File: src/rtl/spi_slave.sv
// SPI slave with every SPI pin oversampled in the clk_i domain; nothing runs on the SPI clock.
// Frames are MSB first and are exchanged as parallel words with one-cycle strobes.
module spi_slave #(
  parameter bit clkPolarity = 1'b0,
  parameter bit clkPhase    = 1'b0,
  parameter int dataWidth   = 8
) (
  input  logic                 clk_i,
  input  logic                 rst_i,
  input  logic                 cs_i,
  input  logic                 spiClk_i,
  input  logic                 mosi_i,
  output logic                 miso_o,
  input  logic [dataWidth-1:0] tx_data_i,
  output logic                 tx_ack_o,
  output logic [dataWidth-1:0] rx_data_o,
  output logic                 rx_valid_o,
  output logic                 frame_err_o
);

  localparam int              CW       = $clog2(dataWidth + 1);
  localparam logic [CW-1:0]   LAST_BIT = CW'(dataWidth - 1);

  typedef enum logic [1:0] {IDLE, LOAD, SHIFT} state_t;

  state_t               state, state_next;
  logic [2:0]           cs_pipe, sclk_pipe;
  logic [1:0]           mosi_pipe;
  logic [dataWidth-1:0] tx_sr;
  logic [dataWidth-2:0] rx_sr;
  logic [dataWidth-1:0] rx_next;
  logic [CW-1:0]        bit_cnt;
  logic                 skip_shift;
  logic                 lead_edge, trail_edge, sample_edge, shift_edge;
  logic                 cs_fall, cs_high;
  logic                 do_load, do_sample, do_shift, do_abort, frame_done;

  // NOTE: synchronizer stages are left unreset: they flush on their own, and keeping the
  // CS history across a reset means a reset with CS held low cannot look like a new CS fall.
  always_ff @(posedge clk_i) begin
    // NOTE: non-blocking assignments so each stage takes the previous stage's old value.
    cs_pipe   <= {cs_pipe[1:0], cs_i};
    sclk_pipe <= {sclk_pipe[1:0], spiClk_i};
    mosi_pipe <= {mosi_pipe[0], mosi_i};
  end

  assign lead_edge   = (sclk_pipe[1] != clkPolarity) && (sclk_pipe[2] == clkPolarity);
  assign trail_edge  = (sclk_pipe[1] == clkPolarity) && (sclk_pipe[2] != clkPolarity);
  assign sample_edge = clkPhase ? trail_edge : lead_edge;
  assign shift_edge  = clkPhase ? lead_edge  : trail_edge;
  assign cs_fall     = !cs_pipe[1] && cs_pipe[2];
  assign cs_high     = cs_pipe[1];
  assign rx_next     = {rx_sr, mosi_pipe[1]};

  always_ff @(posedge clk_i) begin
    if (rst_i) state <= IDLE;
    else       state <= state_next;
  end

  always_comb begin
    // NOTE: every output gets a default first so no path leaves one unassigned (no latches).
    state_next = state;
    do_load    = 1'b0;
    do_sample  = 1'b0;
    do_shift   = 1'b0;
    do_abort   = 1'b0;
    frame_done = 1'b0;
    unique case (state)
      IDLE: if (cs_fall) state_next = LOAD;
      LOAD: begin
        do_load    = 1'b1;
        state_next = SHIFT;
      end
      SHIFT: begin
        // A CS release takes priority over any clock edge seen in the same cycle.
        if (cs_high) begin
          do_abort   = (bit_cnt != '0);
          state_next = IDLE;
        end else if (sample_edge) begin
          do_sample  = 1'b1;
          frame_done = (bit_cnt == LAST_BIT);
        end else if (shift_edge) begin
          do_shift = 1'b1;
        end
      end
      default: state_next = IDLE;
    endcase
  end

  // tx_data_i is captured in exactly the cycle this strobe is high.
  assign tx_ack_o = !rst_i && (do_load || frame_done);

  always_ff @(posedge clk_i) begin
    if (rst_i) begin
      tx_sr       <= '0;
      rx_sr       <= '0;
      bit_cnt     <= '0;
      skip_shift  <= 1'b0;
      miso_o      <= 1'b0;
      rx_data_o   <= '0;
      rx_valid_o  <= 1'b0;
      frame_err_o <= 1'b0;
    end else begin
      rx_valid_o  <= 1'b0;
      frame_err_o <= do_abort;
      if (state == IDLE) begin
        miso_o  <= 1'b0;
        bit_cnt <= '0;
      end else if (do_load) begin
        tx_sr      <= tx_data_i;
        miso_o     <= tx_data_i[dataWidth-1];
        bit_cnt    <= '0;
        skip_shift <= clkPhase;
      end else if (do_sample) begin
        rx_sr <= rx_next[dataWidth-2:0];
        if (frame_done) begin
          rx_data_o  <= rx_next;
          rx_valid_o <= 1'b1;
          bit_cnt    <= '0;
          tx_sr      <= tx_data_i;
          skip_shift <= 1'b1;
          if (!clkPhase) miso_o <= tx_data_i[dataWidth-1];
        end else begin
          bit_cnt <= bit_cnt + CW'(1);
        end
      end else if (do_shift) begin
        // The first shift edge after a (re)load only presents the MSB already in tx_sr.
        if (skip_shift) begin
          skip_shift <= 1'b0;
          miso_o     <= tx_sr[dataWidth-1];
        end else begin
          tx_sr  <= tx_sr << 1;
          miso_o <= tx_sr[dataWidth-2];
        end
      end
    end
  end

endmodule
File: config.mk
export PLATFORM = sky130hd
export DESIGN_NAME = spi_slave
export DESIGN_NICKNAME = d
export VERILOG_FILES = /design/src/rtl/spi_slave.sv
export SDC_FILE = /design/constraint.sdc
export NUM_CORES = 1
export LEC_CHECK = 0
export ABC_CLOCK_PERIOD_IN_PS = 5200
export CORE_MARGIN = 1.5
export CORE_UTILIZATION = 50
export CTS_CLUSTER_DIAMETER = 40
export CTS_CLUSTER_SIZE = 28
export DETAILED_ROUTE_END_ITERATION = 16
export GPL_ROUTABILITY_DRIVEN = 0
export PLACE_DENSITY = 0.84
export SLEW_MARGIN = 40
export SYNTH_ARGS = -nofsm -noshare
export SYNTH_HDL_FRONTEND = slang
export SYNTH_SLANG_ARGS = --single-unit
export TNS_END_PERCENT = 1
File: constraint.sdc
create_clock -name clk_i -period 5.2 [get_ports clk_i]
set_input_delay 1.04 -clock clk_i [delete_from_list [all_inputs] [get_ports clk_i]]
set_output_delay 1.04 -clock clk_i [all_outputs]
set_load 0.1 [all_outputs]
# Word-level counts from Yosys, hierarchy flattened
# Index checks and enable logic that the tools add are counted.
# totals
inputBits	13
out_inout_bits	12
regBits	41
elab_cells	77
# op_classes
n_eq_ne	7
add_sub_neg	1
n_bitwise	7
muxes	30
reduce_logical	20
# op_table
operator	count
2-to-1 mux 8 bit	5
2-to-1 mux 1 bit	21
AND reduction 4 bit	2
NOT 1 bit	7
one-hot mux 2 bit (3 select lines)	1
AND reduction 3 bit	2
OR reduction 3 bit	2
adder 4 x 1 -> 4 bit (second input constant)	1
equality test 4 x 3 -> 1 bit (second input constant)	1
logical AND 1 bit	4
2-to-1 mux 2 bit	2
2-to-1 mux 4 bit	1
inequality test 2 bit (second input constant)	2
AND reduction 2 bit	2
nonzero test 4 bit	1
OR reduction 4 bit	1
inequality test 3 x 1 -> 1 bit (second input constant)	1
inequality test 3 x 2 -> 1 bit (second input constant)	1
nonzero test 3 bit	1
equality test 2 x 1 -> 1 bit (second input constant)	1
equality test 2 bit (second input constant)	1
zero test 1 bit	2
zero test 2 bit	1
OR reduction 2 bit	1
logical OR 1 bit	1

# Depth between registers and ports, before layout
# Gate-level depths: netlist of the first run.
# depth
depth_word	9
mapped_depth	6
ltp_nobuf	5

# Least setup slack after synthesis of the first run
# OpenSTA, ideal clock, no wires.
# synth_timing
kind	input port to output port
startpoint	input rst_i
endpoint	output tx_ack_o
required_time_ps	4160
path_slack_ps	1298
n_path_buf	2
t_arrival_ps	2862
stages	3
cell_sequence	clkbuf_1 > clkbuf_1 > a21oi_1
# synth_between
elab_chain_cells	2
# synth_rtl
item	line	text
start: declaration	9	input logic rst_i,
zero test 1 bit	91	assign tx_ack_o = !rst_i && (do_load || frame_done);
logical AND 1 bit	91	
end: declaration	15	output logic tx_ack_o,
# No other way between the ends.

# Worst setup path in the final report of the first run
# layout_timing
startpoint	register sclk_pipe[1]
endpoint	output tx_ack_o
# layout_between
elab_chain_cells	6
# layout_rtl
item	line	text
start: declaration	27	logic [2:0] cs_pipe, sclk_pipe;
start signal: assignment	43	sclk_pipe <= {sclk_pipe[1:0], spiClk_i};
logical AND 1 bit	47	assign lead_edge = (sclk_pipe[1] != clkPolarity) && (sclk_pipe[2] == clkPolarity);
2-to-1 mux 1 bit	79	end else if (sample_edge) begin
2-to-1 mux 1 bit	76	if (cs_high) begin
2-to-1 mux 1 bit	68	unique case (state)
logical OR 1 bit	91	
logical AND 1 bit	91	
# No other way between the ends.

==> run summary, run 1 <==
result of the run = completed
Post-synth EDFFs = 0
routed len/inst = 12.6 um
wire length of the first global-routing pass = 5.29 mm
category of the worst setup path launch point = flop
final count of pins violating max slew = 0
DP Wirelength = 2.16 mm
proportion of layout cells with a drive suffix above 1 = 15.2%
total routing usage reported by global routing = 19.2%
drt initial violations = 94
maximum fanout count along the critical path = 11
Starting Density = 52.1%
number of search-and-repair iterations in the first detailed-routing pass = 5
category of the most critical setup path = reg -> out
setup violation total in the final timing report = 0
maximum vdd ir drop = 0.156 mV
CTS tree = yes
clk root buf = clkbuf_4
final layout net count = 226
CTS resizes = 0
overall overflow remaining after global route = 0
number of antenna violations at the first check in global routing = 0
async set or reset register ratio after synthesis = 0%
portion of the post-synthesis area used by sequential elements = 47.2%
pin count of the biggest net entering global routing = 40
CTS buffer count = 5
post-route DRC violation count = 0
Setup Buffers After CTS = 0
net count after synthesis = 205
FF+latch area = 821 um^2
max_slew headroom = 44.9%
FILL cells = 302
overall via count from detail_route = 1,387
count of unique library cells instantiated by Yosys = 33
endpoint type of the worst setup path = output pin
total negative slack for setup checks = 0 ns
final clock period utilization by the worst path = 64.4%
non-filler cells, final = 257
Maximum Capacitance Violations = 0
actual transition at the worst max-transition pin = 0.824 ns
die height = 62.0 um
area of the multi-input gates = 837 um^2
number of placement rows = 21
remaining antenna violation count = 0
Clock H-tree levels = 2
worst path required time = 4.16 ns
crit path time final = 3.35 ns
mean area per synthesized cell = 9.15 um^2
number of register bits inferred by synthesis = 41
P&R area growth vs syn = 14.3%
Reg clk slew, reported paths = 0.10 ns
number of hold violations in the final report = 0
total power per unit cell area = 261 nW/um^2
total instance count after detailed placement = 250
top sig layer = met4
worst setup skew after layout = 0.00564 ns
antenna diode count = 0
area of the core = 3340 um^2
Die Span X = 62.0 um
vias in the first global route = 1,241
type of the worst min-delay path = reg -> reg
main flop type after synthesis = dfxtp_1
peak clock frequency supported by timing = 0.299 GHz
Skew-Pair Late Insertion Delay = 0.35 ns
count of boundary I/O pins = 25
met3 WL = 166 um
warnings from Yosys = 0
worst endpoint data arrival time = 2.31 ns
number of vias per cell after detailed routing = 5.40
hold buffer count at CTS = 0
Static Leakage = 0.734 nW
TritonCTS sink count = 41
met2 layer wire length in the routed design = 1.51 mm
power after layout = 0.000518 W
Die Area = 3840 um^2
number of I/O port buffers = 24
detailed-routing wirelength on met1 = 1.49 mm
gate count after technology mapping = 190
routed wire length = 3.24 mm
deepest clock path buffer count = 2
unrepaired setup endpoints after global routing = false
cell area after synthesis = 1740 um^2
through the flow:
| stage | utilization, % | setup WS [ns] | hold WS, ns | cell area, um^2 |
|---|---|---|---|---|
| floorplan | - | 1.30 | 0.310 | 1740 |
| global placement | 59.4 | 2.00 | 0.310 | 1980 |
| detailed placement | 57.8 | 2.01 | 0.313 | 1930 |
| CTS | 59.5 | 1.84 | 0.341 | 1990 |
| global route | 59.5 | 1.68 | 0.346 | 1990 |
| finish | 59.5 | 1.85 | 0.337 | 1990 |
power breakdown:
group / switching [W] / internal (W) / total [W]
logic: 0.0000194 / 0.0000162 / 0.0000356
registers: 0.00000285 / 0.000318 / 0.000321
clock network: 0.0000978 / 0.0000633 / 0.000161
total: 0.000120 / 0.000398 / 0.000518
sequential cells by signal, summed over array words and instances (netlist names), 2 cells and up:
signal / count
sclk_pipe: 3
rx_sr: 7
state: 2
cs_pipe: 3
tx_sr: 8
rx_data_o: 8
bit_cnt: 4
mosi_pipe: 2
synthesized netlist by cell type (2+ instances only):
cell type	n	area, um^2
nand3_1	10	50.1
nor3b_1	2	15.0
nor2b_1	4	25.0
clkbuf_1	5	18.8
a211oi_1	2	15.0
nor2_1	17	63.8
dfxtp_1	41	821
a31o_2	7	61.3
inv_1	4	15.0
xor2_1	2	17.5
a21oi_1	14	70.1
nand2_1	24	90.1
mux2i_1	15	150
buf_6	2	22.5
o211ai_1	7	52.6
ha_1	2	25.0
o21ai_0	4	20.0
nand2b_1	10	62.6
buf_2	4	20.0
layout by cell type (no fill, tap or decap), types with 2 or more instances in the layout:
cell / instances
ha_1: 2
nor2b_1: 4
nor2_1: 17
nand2_1: 24
o211ai_1: 7
a211oi_1: 2
o21ai_0: 4
buf_4: 3
buf_2: 11
xor2_1: 2
nor3b_1: 2
clkdlybuf4s50_1: 12
clkbuf_4: 5
nand2b_1: 10
nand3_1: 10
inv_1: 4
a21oi_1: 14
a31o_2: 7
mux2i_1: 15
dfxtp_1: 41
worst max-delay path, stage by stage (launching register included):
cell and delay, ns:
dfxtp_1 0.38, or3b_1 0.56, nor2_2 0.37, nand2_1 0.17, a21oi_1 0.17, buf_4 0.31
layout make-up:
type                            count  area share (%)
Multi-Input combinational cell    133            42.1
Sequential cell                    41            41.3
Timing Repair Buffer               26            9.95
Tap cell                           46            2.90
Clock buffer                        6            2.58
Inverter                            4           0.756
Clock inverter                      1           0.378
path summary, 6_finish.rpt:
kind | from | endpoint | slack, ns | cells past startpoint
setup / recovery | sclk_pipe[1] | tx_ack_o | 1.85 | 5
hold reg to reg | cs_pipe[0] | cs_pipe[1] | 0.34 | 0
hold / removal | cs_pipe[0] | cs_pipe[1] | 0.34 | 0
setup reg to reg | state[1] | tx_sr[0] | 2.72 | 4
cell families after synthesis:
logic type	count (synthesis)	synth area share [%]
multiplexers	16	9.29
buffers and inverters	16	4.61
AO/OA/AOI/OAI	38	15.0
flip-flops	41	47.2
AND/OR/NAND/NOR	75	21.5
adder cells (fa/ha/maj)	2	1.44
XOR/XNOR	2	1.01
routing by layer:
metal	vias up	GRT usage (%)
li1	705	-
met1	641	22.9
met2	35	31.1
met3	6	6.21
met4	0	9.12
met5	-	0
Note: power is estimated with default switching activity, not from simulation.
==> inputs of run 2 (changes only) <==
--- a/config.mk
+++ b/config.mk
@@ -5,14 +5,14 @@
 export SDC_FILE = /design/constraint.sdc
 export NUM_CORES = 1
 export LEC_CHECK = 0
-export ABC_CLOCK_PERIOD_IN_PS = 5200
+export ABC_CLOCK_PERIOD_IN_PS = 2700
 export CORE_MARGIN = 1.5
-export CORE_UTILIZATION = 50
+export CORE_UTILIZATION = 48
 export CTS_CLUSTER_DIAMETER = 40
 export CTS_CLUSTER_SIZE = 28
 export DETAILED_ROUTE_END_ITERATION = 16
 export GPL_ROUTABILITY_DRIVEN = 0
-export PLACE_DENSITY = 0.84
+export PLACE_DENSITY = 0.85
 export SLEW_MARGIN = 40
 export SYNTH_ARGS = -nofsm -noshare
 export SYNTH_HDL_FRONTEND = slang
==> constraint.sdc (replaced) <==
create_clock -name clk_i -period 2.7 [get_ports clk_i]
set_input_delay 0.54 -clock clk_i [delete_from_list [all_inputs] [get_ports clk_i]]
set_output_delay 0.54 -clock clk_i [all_outputs]
set_load 0.1 [all_outputs]
==> run 2 against run 1 <==
Compared with the run above: sequential power increased by 93%; worst setup slack got worse by 1.6 ns; clock skew increased by 0.016 ns.
==> run summary, run 2 (synthesis results as in run 1) <==
result of the run = completed
total routing usage reported by global routing = 17.5%
total negative slack for setup checks = 0 ns
most used cells in the layout excluding fill and tap cells = dfxtp_1 (41), nand2_1 (24), nor2_1 (17), buf_4 (17), mux2i_1 (15)
Die Area = 3990 um^2
actual transition at the worst max-transition pin = 0.543 ns
Switching Share = 22.6%
routed wire length = 3.35 mm
wire length of the first global-routing pass = 5.60 mm
Die Span X = 63.2 um
area of the core = 3420 um^2
final clock period utilization by the worst path = 92.6%
Maximum Capacitance Violations = 0
clk root buf = clkbuf_4
overall via count from detail_route = 1,415
peak clock frequency supported by timing = 0.400 GHz
overall overflow remaining after global route = 0
number of search-and-repair iterations in the first detailed-routing pass = 4
hold buffer count at CTS = 0
routed len/inst = 12.8 um
leading cell type in the layout, fill and taps excluded = dfxtp_1
unrepaired setup endpoints after global routing = false
deepest clock path buffer count = 2
maximum vdd ir drop = 0.408 mV
final count of pins violating max slew = 0
max_slew headroom = 63.7%
number of vias per cell after detailed routing = 5.40
Reg clk slew, reported paths = 0.10 ns
number of placement rows = 21
endpoint type of the worst setup path = output pin
CTS tree = yes
category of the worst setup path launch point = flop
Psw = 0.000233 W
DP Wirelength = 2.35 mm
proportion of power drawn by combinational gates = 7.0%
worst setup skew after layout = 0.0217 ns
FILL cells = 309
non-filler cells, final = 262
worst path required time = 2.16 ns
CTS buffer count = 5
worst endpoint data arrival time = 1.96 ns
setup violation total in the final timing report = 0
die height = 63.2 um
CP Buf/Inv Count = 1
worst hold margin = 0.336 ns
Largest stage delay, worst path = 0.56 ns
CTS resizes = 0
Largest regs = rx_data_o: 8 flops, tx_sr: 8 flops, rx_sr: 7 flops
category of the most critical setup path = reg -> out
remaining antenna violation count = 0
internal power = 0.000798 W
Static Leakage = 0.768 nW
type of the worst min-delay path = reg -> reg
crit path time final = 2.50 ns
Core Util, Final = 60.7%
maximum fanout count along the critical path = 11
number of hold violations in the final report = 0
post-route DRC violation count = 0
series of cell instances along the critical path = or3b_1 -> nor2_2 -> nand2_1 -> a21oi_2 -> buf_12
Setup Buffers After CTS = 0
antenna diode count = 0
proportion of layout cells with a drive suffix above 1 = 17.6%
number of I/O port buffers = 24
power share of the sequential group = 60.1%
vias in the first global route = 1,327
kind of cell adding the most delay to the critical path = simple AND/OR/NAND/NOR gates
clock power share = 33.0%
total instance count after detailed placement = 254
pin count of the biggest net entering global routing = 39
power after layout = 0.00103 W
P&R area growth vs syn = 19.2%
final layout net count = 230
total power per unit cell area = 498 nW/um^2
library cell contributing the largest single delay on the critical path = or3b_1
drt initial violations = 102
Clock H-tree levels = 2
Starting Density = 50.9%
number of antenna violations at the first check in global routing = 0
TritonCTS sink count = 41
count of boundary I/O pins = 25
Skew-Pair Late Insertion Delay = 0.35 ns
[run 2: cell count changes in the layout (fill, tap and decap cells not counted)]
cell / change
buf_2: -11
clkinvlp_4: -1
clkinv_2: +1
buf_4: +14
clkbuf_8: +1
buf_12: +1
a21oi_1: -1
a21oi_2: +1
[run 2: worst reg2reg max path, delay by kind of cell (launching register included)]
family,cells,cell delay (ns)
simple gates,2,0.47
compound gates,2,0.81
flops,1,0.38
buf+inv,1,0.21
[run 2: routing by layer]
layer  vias to the layer above  global-route usage, %  share of wire [%]
met1                       671                   20.4                 46
li1                        715                      -                  -
met4                         0                   6.25                1.5
met5                         -                      0                  0
met3                         7                   5.36                3.6
met2                        22                   30.5                 49
[run 2: worst paths after layout]
| path | start | endpoint | slack (ns) | depth (start not counted) |
|---|---|---|---|---|
| max | cs_pipe[1] | tx_ack_o | 0.20 | 5 |
| min | sclk_pipe[0] | sclk_pipe[1] | 0.34 | 0 |
| max reg2reg | sclk_pipe[1] | tx_sr[0] | 0.75 | 5 |
| min reg2reg | sclk_pipe[0] | sclk_pipe[1] | 0.34 | 0 |
[run 2: layout make-up]
cell class | count | area, um^2 | area share [%]
Clock buffer | 7 | 65.1 | 3.14
Clock inverter | 1 | 5.00 | 0.242
Inverter | 4 | 15.0 | 0.725
Multi-Input combinational cell | 133 | 841 | 40.6
Sequential cell | 41 | 821 | 39.6
Tap cell | 46 | 57.6 | 2.78
Timing Repair Buffer | 30 | 268 | 12.9
[run 2: through the flow]
| stage | worst slack (ns) | area [um^2] |
|---|---|---|
| after floorplan | 0.0186 | 1740 |
| after global placement | 0.617 | 2000 |
| after detailed placement | 0.561 | 2000 |
| after CTS | 0.178 | 2070 |
| after global routing | 0.0662 | 2070 |
| final | 0.201 | 2070 |
[run 2: power groups by stage]
stage          Sequential, W  Combinational [W]  Clock (W)
2_1_floorplan       0.000631          0.0000442          0
3_3_place_gp        0.000632          0.0000712          0
3_5_place_dp        0.000633          0.0000719          0
4_1_cts             0.000619          0.0000722   0.000347
5_1_grt             0.000620          0.0000777   0.000378
6_report            0.000619          0.0000721   0.000340
